$ cat src/rtl/data_axi_bridge.sv
// data_axi_bridge: MEM-stage RAM port turned into single-beat AXI transfers.
// Ports: clk, rst, ram_* request/response from MEM, stall_o, bus_error_o,
//   AXI master channels AR/R/AW/W/B (id/len/burst/lock/cache/prot tied off
//   by the SoC wrapper).
// Optional: define DBRIDGE_RESP_CHECK_EN for a sticky bus_error_o on any
//   non-OKAY RRESP/BRESP; otherwise bus_error_o is tied to 0.
module data_axi_bridge (
  input  logic        clk,
  input  logic        rst,
  input  logic        ram_read_enable_i,
  input  logic [31:0] ram_read_addr_i,
  input  logic        ram_write_enable_i,
  input  logic [3:0]  ram_write_select_i,
  input  logic [31:0] ram_write_addr_i,
  input  logic [31:0] ram_write_data_i,
  output logic [31:0] ram_read_data_o,
  output logic        stall_o,
  output logic        bus_error_o,
  output logic [31:0] araddr,
  output logic [2:0]  arsize,
  output logic        arvalid,
  input  logic        arready,
  input  logic [31:0] rdata,
  input  logic [1:0]  rresp,
  input  logic        rlast,
  input  logic        rvalid,
  output logic        rready,
  output logic [31:0] awaddr,
  output logic [2:0]  awsize,
  output logic        awvalid,
  input  logic        awready,
  output logic [31:0] wdata,
  output logic [3:0]  wstrb,
  output logic        wlast,
  output logic        wvalid,
  input  logic        wready,
  input  logic [1:0]  bresp,
  input  logic        bvalid,
  output logic        bready
);

  typedef enum logic [2:0] {
    IDLE,
    RD_ADDR,
    RD_DATA,
    WR_REQ,
    WR_RESP,
    DONE
  } state_e;

  state_e      state_q;
  logic        arvalid_q;
  logic        rready_q;
  logic        awvalid_q;
  logic        wvalid_q;
  logic        bready_q;
  logic        aw_done_q;
  logic        w_done_q;
  logic [31:0] araddr_q;
  logic [31:0] awaddr_q;
  logic [31:0] wdata_q;
  logic [3:0]  wstrb_q;
  logic [31:0] rd_data_q;

  logic aw_hs;
  logic w_hs;
  logic aw_ok;
  logic w_ok;

  assign aw_hs = awvalid_q & awready;
  assign w_hs  = wvalid_q & wready;
  // A channel counts as finished if it completed earlier or completes now.
  assign aw_ok = aw_done_q | aw_hs;
  assign w_ok  = w_done_q | w_hs;

  always_ff @(posedge clk or posedge rst) begin
    if (rst) begin
      state_q   <= IDLE;
      arvalid_q <= 1'b0;
      rready_q  <= 1'b0;
      awvalid_q <= 1'b0;
      wvalid_q  <= 1'b0;
      bready_q  <= 1'b0;
      aw_done_q <= 1'b0;
      w_done_q  <= 1'b0;
      araddr_q  <= '0;
      awaddr_q  <= '0;
      wdata_q   <= '0;
      wstrb_q   <= '0;
      rd_data_q <= '0;
    end else begin
      unique case (state_q)
        IDLE: begin
          if (ram_write_enable_i) begin
            awaddr_q  <= ram_write_addr_i;
            wdata_q   <= ram_write_data_i;
            wstrb_q   <= ram_write_select_i;
            aw_done_q <= 1'b0;
            w_done_q  <= 1'b0;
            awvalid_q <= 1'b1;
            wvalid_q  <= 1'b1;
            state_q   <= WR_REQ;
          end else if (ram_read_enable_i) begin
            araddr_q  <= ram_read_addr_i;
            arvalid_q <= 1'b1;
            state_q   <= RD_ADDR;
          end
        end
        RD_ADDR: begin
          if (arready) begin
            arvalid_q <= 1'b0;
            rready_q  <= 1'b1;
            state_q   <= RD_DATA;
          end
        end
        RD_DATA: begin
          // len=0, so the first beat is the last; rlast is not needed.
          if (rvalid) begin
            rready_q  <= 1'b0;
            rd_data_q <= rdata;
            state_q   <= DONE;
          end
        end
        WR_REQ: begin
          if (aw_hs) begin
            awvalid_q <= 1'b0;
            aw_done_q <= 1'b1;
          end
          if (w_hs) begin
            wvalid_q <= 1'b0;
            w_done_q <= 1'b1;
          end
          if (aw_ok && w_ok) begin
            bready_q <= 1'b1;
            state_q  <= WR_RESP;
          end
        end
        WR_RESP: begin
          if (bvalid) begin
            bready_q <= 1'b0;
            state_q  <= DONE;
          end
        end
        DONE: state_q <= IDLE;
        default: state_q <= IDLE;
      endcase
    end
  end

  // Combinational so the pipeline freezes in the cycle the request shows up.
  assign stall_o = (ram_read_enable_i | ram_write_enable_i) &
                   (state_q != DONE);

  assign ram_read_data_o = rd_data_q;
  assign araddr          = araddr_q;
  assign arsize          = 3'd2;
  assign arvalid         = arvalid_q;
  assign rready          = rready_q;
  assign awaddr          = awaddr_q;
  assign awsize          = 3'd2;
  assign awvalid         = awvalid_q;
  assign wdata           = wdata_q;
  assign wstrb           = wstrb_q;
  assign wlast           = 1'b1;
  assign wvalid          = wvalid_q;
  assign bready          = bready_q;

`ifdef DBRIDGE_RESP_CHECK_EN
  logic bus_err_q;
  logic bus_err_d;
  logic unused_rlast;

  assign unused_rlast = rlast;

  always_comb begin
    bus_err_d = bus_err_q;
    if (rvalid && rready_q && (rresp != 2'b00)) bus_err_d = 1'b1;
    if (bvalid && bready_q && (bresp != 2'b00)) bus_err_d = 1'b1;
  end

  always_ff @(posedge clk or posedge rst) begin
    if (rst) bus_err_q <= 1'b0;
    else     bus_err_q <= bus_err_d;
  end

  assign bus_error_o = bus_err_q;
`else
  logic unused_resp;

  assign unused_resp = ^{rlast, rresp, bresp};
  assign bus_error_o = 1'b0;
`endif

endmodule

$ cat config.mk
export PLATFORM = sky130hd
export DESIGN_NAME = data_axi_bridge
export DESIGN_NICKNAME = d
export VERILOG_FILES = /design/src/rtl/data_axi_bridge.sv
export SDC_FILE = /design/constraint.sdc
export NUM_CORES = 1
export LEC_CHECK = 0
export ABC_AREA = 1
export CORE_MARGIN = 5
export CORE_UTILIZATION = 43
export DETAILED_ROUTE_END_ITERATION = 12
export PLACE_DENSITY = 0.86
export SYNTH_ARGS = -nofsm -noshare
export SYNTH_HDL_FRONTEND = slang
export SYNTH_SLANG_ARGS = --single-unit
$ cat constraint.sdc
create_clock -name clk -period 9.76 [get_ports clk]
set_input_delay 1.952 -clock clk [delete_from_list [all_inputs] [get_ports clk]]
set_output_delay 1.952 -clock clk [all_outputs]
set_load 0.01 [all_outputs]
# Word level (Yosys, flattened, before mapping)

Cells that the tools add are included.

Logic and storage cells: 77
Output and inout bits: 146
Input bits: 146
Flip-flop bits (word level): 142

Bitwise operators: 7
Eq/ne operators: 15
Reduce and logical (&&, ||, !) cells: 15
Multiplexer cells: 27

Operators by type and width:

| cell               | count |
|---|---|
| $mux 3             | 6 |
| $ne 2x2->1 const B | 9 |
| $pmux 3 s5         | 1 |
| $reduce_and 3->1   | 5 |
| $pmux 1 s2         | 7 |
| $mux 1             | 13 |
| $reduce_bool 2->1  | 4 |
| $eq 3x2->1 const B | 2 |
| $ne 3x3->1 const B | 2 |
| $reduce_and 5->1   | 1 |
| $reduce_and 2->1   | 2 |
| $reduce_and 4->1   | 1 |
| $and 1x1->1        | 3 |
| $eq 3x1->1 const B | 1 |
| $eq 3x3->1 const B | 1 |
| $logic_not 3->1    | 1 |
| $or 1x1->1         | 3 |
| $logic_and 1x1->1  | 1 |
| $not 1->1          | 1 |

# Depth between registers and ports, before layout

Gate-level depths: netlist (run 1).

Word-level depth: 5
Depth in mapped cells: 8
Gate-level depth less buffers: 8

# Worst setup path after synthesis (run 1)

Ideal clock, no wire load.

Kind: input to output
Start: input ram_write_enable_i
End: output stall_o
Buffers on the path: 0
Arrival time: 2.153 ns
Stages: 2
Slack: 5.655 ns
Path through: o32ai_1 > inv_1

Cells in the longest elaborated chain, start to end: 2

RTL lines:

| what               | RTL line | source |
|---|---|---|
| start: declaration | 12       | `input logic ram_write_enable_i,` |
| $or 1x1->1         | 151      | `assign stall_o = (ram_read_enable_i \| ram_write_enable_i) &` |
| $and 1x1->1        | 151      |  |
| end: declaration   | 17       | `output logic stall_o,` |

No other way between the ends.

# Worst setup path in the final report (run 1)

Ends and elaborated chain as after synthesis.

==> impl_metrics.yaml, run 1 <==
worst_setup_path:
  worstSetupEndpointType: "primary output"
  path_max_fanout: 4
  crit_path_start_kind: "primary input"
  reg2reg_slack_ps: 7380
  crit_type: "primary input to primary output"
  crit_required_ps: 7810
  critPathArrivalTime_ps: 3240
timing:
  worst_pin_slew_ps: 1120
  relSlewSlack: 0.256
  finClkSkew_ps: 6.06
  rsz0062_at_grt: "no"
  fin_crit_ps: 5190
  fin_crit_sh: 0.532
  fin_hold_ws_ps: 474
  max_freq_mhz: 193
  tns_ps: 0
  setup_viol: 0
  finalMaxSlewViolations: 0
  hold_viol: 0
synth:
  synth-adder-area-share: 0
  ys_ff_latch: 142
  synth_top_area_frac: 0.621
  muxShareOfSynthArea: 0
  synth_top_family_by_area: "simple AND/OR/NAND/NOR gates"
  syn_area_um2: 5730
  synth_simple_gate_area_frac: 0.254
  synth_xor_area_frac: 0
  synth_compound_area_frac: 0.0487
  synth-seq-area-share: 0.621
  yosys-top-cells-area: "dfrtp_1 62%, nand2_1 23%, inv_1 2.6%, o21ai_2 2.4%, buf_4 2.2%"
  synth_cells: 640
  synth_top_area_cell: "dfrtp_1"
  ys.warnings.count: 0
  avgSynthCellArea_um2: 8.95
  yosysUniqueCellTypes: 27
clock_tree:
  cts.path.max_buffers: 2
  cts_tree: "done"
  ctsRootBufferMaster: "clkbuf_16"
  cts_buffers: 17
  cts.sinks: 142
  clk_pin_slew_ps: 60
  cts_setup_buffers: 0
  clock_latency_ps: 410
  cts_max_level: 4
  cts_resized: 0
  hold_buffers: 0
layout:
  fin_cells: 1100
  fillCellCount: 981
  area_delta_synth_final_pct: 58.5
  regArea_um2: 3550
  num-nets-final: 1057
  multi_input_area_um2: 1760
  antennaDiodeCount: 0
  drive_gt1_frac: 0.0682
floorplan:
  die-width_um: 125
  die_h_um: 125
  core_area_um2: 13100
  design.die.area_um2: 15700
  rows: 42
  initial_utilization: 0.436
  io_pins: 292
outcome:
  outcome: "finished clean"
drt:
  vias: 5000
  drt_iter0_drc: 297
  drt_wl_total_um: 16000
  ant_nets: 0
  drc: 0
  post_drt_wl_per_cell_um: 14.5
  firstDrtPassIters: 5
  routed_via_density: 4.55
global_route:
  antenna_found_initial: 0
  grt.total_usage: 0.205
  grt_pass1_wl_um: 25600
  grt_max_degree: 81
  grt_pass1_vias: 5080
  grt_overflow: 0
power_and_ir_drop:
  vdd_ir_drop_max_uv: 161
  power.leakage_uw: 0.00449
  power_density_nw_per_um2: 311
  p_total_uw: 2830
placement:
  placedCellCount: 1068
  routabilityCongestion: 0.809
  hpwl_um: 11500
  portBuffers: 278
worst_hold_path:
  min_path_type: "register to register"
flow_run:
  cap_violations: 0
[synthesized netlist by cell type (all sizes together)]
master	count
a21oi	2
a31oi	2
buf	34
clkbuf	1
conb	2
dfrtp	142
inv	45
nand2	357
nand3	8
nand4	1
nor2	8
nor3	1
o21ai	35
o2bb2ai	1
o32ai	1
[critical path, cell delays in order]
cell and delay [ps]:
clkdlybuf4s50_1 550, o32ai_1 120, inv_1 60, clkdlybuf4s50_1 550
[through the flow]
| step | cell area (um^2) | setup slack (ps) | util |
|---|---|---|---|
| after floorplan | 5750 | 4000 | - |
| after global placement | 8520 | 4600 | 0.648 |
| after detailed placement | 8520 | 4590 | 0.648 |
| after CTS | 9080 | 4570 | 0.691 |
| after global routing | 9080 | 4510 | 0.691 |
| final | 9080 | 4570 | 0.691 |
[cells by family (layout without fill, tap and decap cells)]
family                 Yosys count  in the layout
other                            2              8
DFF                            142            142
and+or+nand+nor                375            375
AOI/OAI and AO/OA               41             41
buffers and inverters           80            358
[report_power, final]
| group | switching, uW | internal (uW) | leakage (uW) |
|---|---|---|---|
| Combinational | 568 | 640 | 0.00246 |
| Clock | 249 | 357 | 0.000258 |
| Sequential | 152 | 860 | 0.00177 |
[cells in the final DEF (no fill, tap or decap), types with 2 or more instances in the layout]
cell             count
o21ai_1              7
clkdlybuf4s50_1    278
o21ai_2             16
nor2_1               5
clkinv_2             3
o21ai_0             12
nand2_1            356
clkinvlp_4           6
clkbuf_16           17
conb_1               8
nor2_2               2
nand3_1              6
a31oi_1              2
inv_2                4
dfrtp_1            142
inv_6                3
inv_1               39
buf_4                3
[registers in the layout (all words and copies together) (netlist names)]
name	cells
araddr	32
arvalid	1
aw_done_q	1
awaddr	32
awvalid	1
bready	1
ram_read_data_o	32
rready	1
state_q	3
w_done_q	1
wdata	32
wstrb	4
wvalid	1
[path summary, 6_finish.rpt]
check,to,depth (start not counted),start
min reg2reg,awaddr[15],2,awaddr[15]
min,awaddr[15],2,awaddr[15]
max,stall_o,4,ram_write_enable_i
max reg2reg,wdata[1],6,state_q[0]
min in group asynchronous,awaddr[2],2,rst
max in group asynchronous,wdata[13],3,rst
[final cells by class]
type | count | area share
Sequential cell | 142 | 0.391
Timing Repair Buffer | 281 | 0.309
Multi-Input combinational cell | 424 | 0.194
Clock buffer | 19 | 0.0488
Tap cell | 176 | 0.0243
Inverter | 45 | 0.0194
Clock inverter | 13 | 0.0128
[routing by layer]
| layer | up-vias | global-route usage | wire [um] |
|---|---|---|---|
| met5 | - | 0 | 0 |
| li1 | 2457 | - | - |
| met2 | 217 | 0.337 | 7680 |
| met1 | 2305 | 0.240 | 6230 |
| met3 | 21 | 0.0930 | 1820 |
| met4 | 0 | 0.0670 | 227 |
No activity file was read; power rests on OpenSTA's default activity.
==> run 2, diff against run 1 <==
--- a/config.mk
+++ b/config.mk
@@ -7,9 +7,9 @@
 export LEC_CHECK = 0
 export ABC_AREA = 1
 export CORE_MARGIN = 5
-export CORE_UTILIZATION = 43
+export CORE_UTILIZATION = 40
 export DETAILED_ROUTE_END_ITERATION = 12
-export PLACE_DENSITY = 0.86
+export PLACE_DENSITY = 0.8
 export SYNTH_ARGS = -nofsm -noshare
 export SYNTH_HDL_FRONTEND = slang
 export SYNTH_SLANG_ARGS = --single-unit
==> constraint.sdc (replaced) <==
create_clock -name clk -period 5.25 [get_ports clk]
set_input_delay 1.05 -clock clk [delete_from_list [all_inputs] [get_ports clk]]
set_output_delay 1.05 -clock clk [all_outputs]
set_load 0.01 [all_outputs]
==> run 2 against run 1 <==
Against the previous run: power increased by 88%; die area increased by 6.9%; design area increased by 0.61%; clock-buffer cell count unchanged; combinational power increased by 85%; global-route usage decreased by 1.4 points; clock power increased by 95%; non-clock buffer count increased by 2; sequential share of layout area decreased by 0.24 points; first-iteration DRC count decreased by 10%; final cell count increased by 0.55%; sequential power increased by 86%.
==> impl_metrics.yaml, run 2 (synthesis gave the netlist of run 1 again) <==
outcome:
  outcome: "finished clean"
worst_setup_path:
  crit_required_ps: 4200
  crit_type: "primary input to primary output"
  crit_path_max_incr_delay_ps: 550
  crit_path_start_kind: "primary input"
  critPathArrivalTime_ps: 2310
  cp_common_cell: "clkdlybuf4s50_1"
  path_max_fanout: 4
  slowest_stage: "clkdlybuf4s50_1"
  r2r_start: "state_q[0]"
  crit_path_start: "ram_write_enable_i"
  worstSetupEndpointType: "primary output"
  worst_r2r_path_depth: 5
  crit_chain: "clkdlybuf4s50_1 > o32ai_1 > inv_1 > clkdlybuf4s50_1"
  r2r-end: "araddr[2]"
  reg2reg_slack_ps: 3000
floorplan:
  io_pins: 292
  initial_utilization: 0.411
  rows: 43
  core_area_um2: 13900
  die_h_um: 130
  die-width_um: 130
  design.die.area_um2: 16800
drt:
  routed_via_density: 4.48
  firstDrtPassIters: 4
  drc: 0
  vias: 4960
  drt_iter0_drc: 266
  drt_wl_total_um: 16100
  post_drt_wl_per_cell_um: 14.5
  ant_nets: 0
clock_tree:
  hold_buffers: 0
  ctsRootBufferMaster: "clkbuf_16"
  clk_pin_slew_ps: 60
  clock_latency_ps: 410
  cts_buffers: 17
  cts_resized: 0
  cts_setup_buffers: 0
  cts_tree: "done"
  cts.sinks: 142
  cts.path.max_buffers: 2
  cts_max_level: 4
worst_hold_path:
  min_to: "wdata[7]"
  hold_path_depth: 2
  min_from: "wdata[7]"
  min_path_type: "register to register"
power_and_ir_drop:
  power.leakage_uw: 0.00452
  vdd_ir_drop_max_uv: 348
  p_total_uw: 5300
  power_density_nw_per_um2: 581
timing:
  fin_ws_ps: 1890
  relSlewSlack: 0.321
  tns_ps: 0
  rsz0062_at_grt: "no"
  fin_hold_ws_ps: 475
  max_freq_mhz: 297
  finalMaxSlewViolations: 0
  worst_pin_slew_ps: 1020
  fin_crit_sh: 0.641
  finClkSkew_ps: 9.19
  fin_crit_ps: 3360
  hold_viol: 0
  setup_viol: 0
placement:
  portBuffers: 278
  hpwl_um: 11500
  pre_cts_ws_ps: 1890
  routabilityCongestion: 0.763
global_route:
  grt_pass1_wl_um: 24800
  grt.total_usage: 0.191
  grt_pass1_vias: 4861
  antenna_found_initial: 0
  grt_max_degree: 101
  grt_overflow: 0
layout:
  layout.cells.most_common_list: "356 x nand2_1, 278 x clkdlybuf4s50_1, 142 x dfrtp_1"
  num-nets-final: 1059
  final_util: 0.655
  area_delta_synth_final_pct: 59.5
  layout_commonest_cell: "nand2_1"
  drive_gt1_frac: 0.0702
  antennaDiodeCount: 0
flow_run:
  cap_violations: 0
run 2: where the power goes:
group / leakage, uW / total, uW / switching, uW / internal [uW]
sequential: 0.00177 / 1880 / 284 / 1600
combinational: 0.00247 / 2240 / 1050 / 1190
clock: 0.000272 / 1180 / 467 / 713
run 2: layer usage:
layer / routed length [um] / track usage / vias up
met5: 0 / 0 / -
met4: 200 / 0.0648 / 0
met3: 2040 / 0.0948 / 19
met2: 7330 / 0.300 / 215
met1: 6510 / 0.230 / 2259
li1: - / - / 2467
run 2: how the worst max path moves through the flow:
| stage | to | slack (ps) | cells after the start |
|---|---|---|---|
| 3_3_place_gp | stall_o | 1900 | 4 |
| 3_5_place_dp | stall_o | 1890 | 4 |
| 5_1_grt | stall_o | 1860 | 4 |
| 4_1_cts | stall_o | 1880 | 4 |
| 2_1_floorplan | araddr[0] | 390 | 1 |
| 6_report | stall_o | 1890 | 4 |
run 2: worst max-delay path, delay by kind of cell:
| family | cells | cell delay (ps) |
|---|---|---|
| buf+inv | 3 | 1150 |
| compound gates | 1 | 110 |
run 2: layout make-up:
class,count,area [um^2]
flip-flops and latches,142,3550
clock buffers,19,443
fillers,1137,4800
well taps,180,225
clock inverters,13,139
repair buffers,283,2830
multi-input cells,424,1760
inverters,45,176
run 2: per-stage QoR:
stage,std cells,instance area [um^2]
CTS,1106,9130
global placement,1074,8550
detailed placement,1074,8550
global route,1106,9130
finish,1106,9130
floorplan,646,5750
